===== src/rtl/seq_shifter.sv =====
// Multi-cycle shift/rotate unit (LSL/LSR/ASR/ROR) with carry-out and Z/N flags.
// Latency: out_valid rises ceil(E/STEP)+1 cycles after accept (E = effective count).
// Backpressure: result is held in DONE until out_ready; in_ready is high only in IDLE.
//
// Ports:
//   clk, rst_n           clock, asynchronous active-low reset
//   in_valid/in_ready    operand handshake (A, C, mode)
//   A                    operand, C unsigned shift amount, mode 00 LSL 01 LSR 10 ASR 11 ROR
//   out_valid/out_ready  result handshake
//   B, Z, N, CY          result, zero, negative, last bit shifted/rotated out
module seq_shifter #(
    parameter int WIDTH = 32,
    parameter int STEP  = 1
) (
    input  logic             clk,
    input  logic             rst_n,
    input  logic             in_valid,
    output logic             in_ready,
    input  logic [WIDTH-1:0] A,
    input  logic [WIDTH-1:0] C,
    input  logic [1:0]       mode,
    output logic             out_valid,
    input  logic             out_ready,
    output logic [WIDTH-1:0] B,
    output logic             Z,
    output logic             N,
    output logic             CY
);
    // Count register holds 0..WIDTH+1, one bit wider than a bit index.
    localparam int LW = $clog2(WIDTH);
    localparam int CW = LW + 1;

    localparam logic [CW-1:0]    EMAX    = CW'(WIDTH + 1);
    localparam logic [WIDTH-1:0] EMAX_W  = WIDTH'(WIDTH + 1);
    localparam logic [CW-1:0]    STEP_C  = CW'(STEP);
    localparam logic [CW-1:0]    WIDTH_C = CW'(WIDTH);
    localparam logic [CW-1:0]    ONE_C   = CW'(1);

    typedef enum logic [1:0] {
        M_LSL = 2'b00,
        M_LSR = 2'b01,
        M_ASR = 2'b10,
        M_ROR = 2'b11
    } mode_e;

    typedef enum logic [1:0] {
        S_IDLE,
        S_SHIFT,
        S_DONE
    } state_t;

    state_t        state;
    mode_e         md;
    logic [CW-1:0] rem;

    // Effective count at accept. Shifts clamp to WIDTH+1 so that C=WIDTH still
    // reports the last real bit in CY while anything larger drains CY to the fill.
    logic [CW-1:0] e_in;
    always_comb begin
        e_in = '0;
        if (mode == M_ROR)
            e_in = {1'b0, C[LW-1:0]};
        else if (C > EMAX_W)
            e_in = EMAX;
        else
            e_in = C[CW-1:0];
    end

    // One chunk of up to STEP bits. B doubles as the working register while
    // shifting; its value is only meaningful once out_valid is set.
    logic [CW-1:0]    k;
    logic [WIDTH-1:0] lsl_v, lsr_v, asr_v, ror_v;
    logic [WIDTH-1:0] lsl_m1, lsr_m1;
    logic [WIDTH-1:0] sh_nxt;
    logic             cy_nxt;

    always_comb begin
        k      = (rem < STEP_C) ? rem : STEP_C;
        lsl_v  = B << k;
        lsr_v  = B >> k;
        asr_v  = $unsigned($signed(B) >>> k);
        ror_v  = (B >> k) | (B << (WIDTH_C - k));
        // Shifting by k-1 brings the last bit to leave into the edge position.
        lsl_m1 = B << (k - ONE_C);
        lsr_m1 = B >> (k - ONE_C);
        sh_nxt = lsl_v;
        cy_nxt = 1'b0;
        case (md)
            M_LSL: begin sh_nxt = lsl_v; cy_nxt = lsl_m1[WIDTH-1]; end
            M_LSR: begin sh_nxt = lsr_v; cy_nxt = lsr_m1[0];       end
            M_ASR: begin sh_nxt = asr_v; cy_nxt = lsr_m1[0];       end
            M_ROR: begin sh_nxt = ror_v; cy_nxt = ror_v[WIDTH-1];  end
            default: begin sh_nxt = lsl_v; cy_nxt = 1'b0;          end
        endcase
    end

    always_ff @(posedge clk or negedge rst_n) begin
        if (!rst_n) begin
            state     <= S_IDLE;
            md        <= M_LSL;
            rem       <= '0;
            in_ready  <= 1'b1;
            out_valid <= 1'b0;
            B         <= '0;
            Z         <= 1'b0;
            N         <= 1'b0;
            CY        <= 1'b0;
        end else begin
            case (state)
                S_IDLE: begin
                    if (in_valid) begin
                        B        <= A;
                        md       <= mode_e'(mode);
                        rem      <= e_in;
                        CY       <= 1'b0;
                        in_ready <= 1'b0;
                        if (e_in == '0) begin
                            // Nothing to shift: result is A itself.
                            state     <= S_DONE;
                            out_valid <= 1'b1;
                            Z         <= (A == '0);
                            N         <= A[WIDTH-1];
                        end else begin
                            state <= S_SHIFT;
                        end
                    end
                end
                S_SHIFT: begin
                    B   <= sh_nxt;
                    CY  <= cy_nxt;
                    rem <= rem - k;
                    if (rem == k) begin
                        state     <= S_DONE;
                        out_valid <= 1'b1;
                        Z         <= (sh_nxt == '0);
                        N         <= sh_nxt[WIDTH-1];
                    end
                end
                S_DONE: begin
                    if (out_ready) begin
                        state     <= S_IDLE;
                        out_valid <= 1'b0;
                        in_ready  <= 1'b1;
                    end
                end
                default: begin
                    state     <= S_IDLE;
                    out_valid <= 1'b0;
                    in_ready  <= 1'b1;
                end
            endcase
        end
    end

endmodule


===== config.mk =====
export PLATFORM = sky130hd
export DESIGN_NAME = seq_shifter
export DESIGN_NICKNAME = d
export VERILOG_FILES = /design/src/rtl/seq_shifter.sv
export SDC_FILE = /design/constraint.sdc
export NUM_CORES = 1
export LEC_CHECK = 0
export CAP_MARGIN = 10
export CORE_UTILIZATION = 40
export CTS_CLUSTER_DIAMETER = 80
export DETAILED_ROUTE_END_ITERATION = 7
export PLACE_DENSITY = 0.69
export SLEW_MARGIN = 5
export SYNTH_ARGS = -nofsm -noshare
export SYNTH_HDL_FRONTEND = slang
export SYNTH_SLANG_ARGS = --single-unit

===== constraint.sdc =====
create_clock -name clk -period 4 [get_ports clk]
set_clock_uncertainty 0.2 [all_clocks]
set_input_delay 1.2 -clock clk [delete_from_list [all_inputs] [get_ports clk]]
set_output_delay 1.2 -clock clk [all_outputs]
set_load 0.1 [all_outputs]

==> impl_summary.log, run 1 <==
[metrics] critical path type: reg2reg
[metrics] kind of cell adding the most delay to the critical path: simple AND/OR/NAND/NOR gates
[metrics] Most common cell on crit path: sky130_fd_sc_hd__nand4_1
[metrics] Inst Count DP: 740
[metrics] count of inserted antenna diode cells: 0
[metrics] hold_sp: in_ready
[metrics] Clock Tree Buf Depth: 2
[metrics] die width: 104 µm
[metrics] worst reg2reg path startpoint: rem[3]
[metrics] Synth Instances: 522
[metrics] area of the die: 10800 µm²
[metrics] final weighted congestion in routability-driven placement: 1.02
[metrics] clock-pin slew of the registers on the worst-case setup and hold paths: 0.09 ns
[metrics] vias in the first global route: 4761
[metrics] non-filler cells in the finished layout: 748
[metrics] fraction of layout instances using a drive strength above 1: 0.143
[metrics] vias per cell: 6.52
[metrics] setup violators final: 0
[metrics] chip height: 104 µm
[metrics] clock tree from TritonCTS: built
[metrics] transition time of the tightest slew-check pin: 1.12 ns
[metrics] Max Transition Viols Final: 0
[metrics] largest stage delay on the critical path: 0.92 ns
[metrics] Worst Path Max Fanout: 21
[metrics] average wire per standard cell: 22.6 µm
[metrics] Area Overhead vs Synth: 29.7%
[metrics] syn nets: 599
[metrics] total of warnings raised by yosys: 0
[metrics] top-level I/O count: 107
[metrics] initial core utilization: 0.420
[metrics] kind of capture point of the worst setup path: flip-flop
[metrics] highest-count cells in the layout ignoring fill and taps: sky130_fd_sc_hd__clkdlybuf4s50_1 (68), sky130_fd_sc_hd__buf_4 (64), sky130_fd_sc_hd__o21ai_0 (55)
[metrics] total number of nets in the final design: 691
[metrics] endpoints failing hold: 0
[metrics] area of the mapped netlist: 4160 µm²
[metrics] Critical Path AT: 3.48 ns
[metrics] critical path buffer and inverter count: 1
[metrics] Post-Synthesis Mean Instance Area: 7.97 µm²
[metrics] number of synthesized flops with an enable pin: 0
[metrics] Async S/R FF share, synth: 1.00
[metrics] clock period minus final worst setup slack: 3.45 ns
[metrics] detailed-route via count: 4877
[metrics] Setup Buffers After CTS: 0
[metrics] most common cell after layout, fill and taps aside: sky130_fd_sc_hd__clkdlybuf4s50_1
[metrics] setup repair after global routing missed its margin: no
[metrics] Final period util: 0.863
[metrics] antenna violations before repair: 0
[metrics] maximum number of pins on one net before global-route repair: 48
[metrics] run status: finished clean
[metrics] Critical Path Start Type: flip-flop
[metrics] Detailed Routing Iterations Pass 1: 5
[metrics] Congestion Overflow GR: 0
[metrics] first-pass GRT wire length: 26700 µm
[metrics] num rows: 36
[metrics] reported max-cap violation count: 0
[metrics] number of nets still failing antenna checks after routing: 0
[metrics] overall fraction of global-route tracks in use: 0.311
[metrics] cells along the critical path: or4_1, buf_4, or3_1, a32oi_1, nand4_1, nor4_2, nand4_1, a31oi_1
[metrics] clock latency of the later-clocked register in the worst-skew pair: 0.31 ns
[metrics] Critical Path Source: rem[3]
[metrics] top flip-flop cell by instance count after synthesis: sky130_fd_sc_hd__dfrtp_1
[metrics] critical path data required time: 4.03 ns
[metrics] H-tree Lvls: 2
[metrics] number of design rule violations left after detail routing: 0
[metrics] detailed placement HPWL: 12300 µm
[metrics] distinct cell type count after synthesis: 60
[metrics] number of gates given a new drive strength after cts: 0
[metrics] top achievable clock speed: 0.290 GHz
[metrics] Std-Cell Core Area: 9910 µm²
[metrics] number of buffers added to fix hold violations after cts: 0
[metrics] Inserted Clock Buffers: 5
[metrics] number of clock sinks: 47
[metrics] sequential fraction of the synthesis area: 0.283
[metrics] Root Buffer: sky130_fd_sc_hd__clkbuf_8
[metrics] flip-flop and latch count after synthesis: 47
[metrics] path type of the worst min-delay path: reg2reg
[metrics] routed wire length: 16900 µm
[metrics] final total negative setup slack: 0 ns
[metrics] slowest CP cell: sky130_fd_sc_hd__or4_1
[metrics] Rel. slew slack: 0.255
[metrics] buffers added on ports: 106
[metrics] initial detailed-routing violation count: 453
-- path summary, 6_finish.rpt --
check	end	slack, ns	cells past startpoint
max	Z	0.55	8
min	in_ready	0.34	2
max reg2reg	Z	0.55	8
min reg2reg	in_ready	0.34	2
max in group asynchronous	B[15]	2.01	1
min in group asynchronous	B[27]	0.90	1
-- flip-flops by register name (all words and copies together) (netlist names) --
name / cells
md: 2
state: 2
CY: 1
rem: 6
in_ready: 1
Z: 1
N: 1
out_valid: 1
B: 32
-- Yosys cell counts (11+ instances only) --
master | instances | area share
sky130_fd_sc_hd__dfrtp_1 | 46 | 0.28
sky130_fd_sc_hd__a21oi_1 | 33 | 0.040
sky130_fd_sc_hd__nor4_1 | 16 | 0.024
sky130_fd_sc_hd__o211ai_1 | 24 | 0.043
sky130_fd_sc_hd__mux2i_1 | 26 | 0.063
sky130_fd_sc_hd__o21ai_0 | 55 | 0.066
sky130_fd_sc_hd__clkbuf_1 | 37 | 0.033
sky130_fd_sc_hd__nor2_1 | 37 | 0.033
sky130_fd_sc_hd__o31ai_1 | 11 | 0.020
sky130_fd_sc_hd__nand2_1 | 33 | 0.030
sky130_fd_sc_hd__inv_1 | 17 | 0.015
-- layout make-up --
class	count	area, µm²
fillers	983	4510
multi-input cells	409	2720
flip-flops and latches	47	1180
repair buffers	133	1170
well taps	133	166
clock buffers	7	76.3
inverters	18	67.6
clock inverters	1	30.0
-- through the flow --
step	hold WS, ns	worst slack, ns	instance area (µm²)	utilization
floorplan	0.322	0.342	4160	-
global placement	0.315	0.454	5290	0.534
detailed placement	0.319	0.432	5290	0.534
CTS	0.339	0.615	5400	0.545
global route	0.369	0.378	5400	0.545
finish	0.342	0.548	5400	0.545
-- cells by family after synthesis --
logic type | Yosys count | synth area share
muxes | 32 | 0.0842
and+or+nand+nor | 149 | 0.186
adders and majority gates | 7 | 0.0210
other | 1 | 0.000901
AOI/OAI and AO/OA | 220 | 0.360
DFF | 47 | 0.283
buffers and inverters | 66 | 0.0649
-- worst register-to-register path, stage by stage (launching register included) --
cell	delay, ns
sky130_fd_sc_hd__dfrtp_1	0.47
sky130_fd_sc_hd__or4_1	0.92
sky130_fd_sc_hd__buf_4	0.34
sky130_fd_sc_hd__or3_1	0.31
sky130_fd_sc_hd__a32oi_1	0.34
sky130_fd_sc_hd__nand4_1	0.16
sky130_fd_sc_hd__nor4_2	0.27
sky130_fd_sc_hd__nand4_1	0.16
sky130_fd_sc_hd__a31oi_1	0.20
-- per-layer routing --
layer / global-route usage / wire length, µm / vias up
met4: 0.0918 / 393 / 0
li1: - / - / 2208
met2: 0.490 / 7590 / 320
met3: 0.0658 / 1730 / 46
met5: 0 / 0 / -
met1: 0.428 / 7170 / 2303
Power of run 1 is left out: the tool's default activity adds up to more than one toggle a clock period on the data nets, which glitch-free logic cannot reach.
==> run 2, diff against run 1 <==
Settings changed: CTS_CLUSTER_DIAMETER 80 to not set, GPL_ROUTABILITY_DRIVEN set to 1.
==> results of run 2 <==
No change in the layout: final DEF, timing and power equal those of run 1.
Power of run 2 is left out for the same reason.
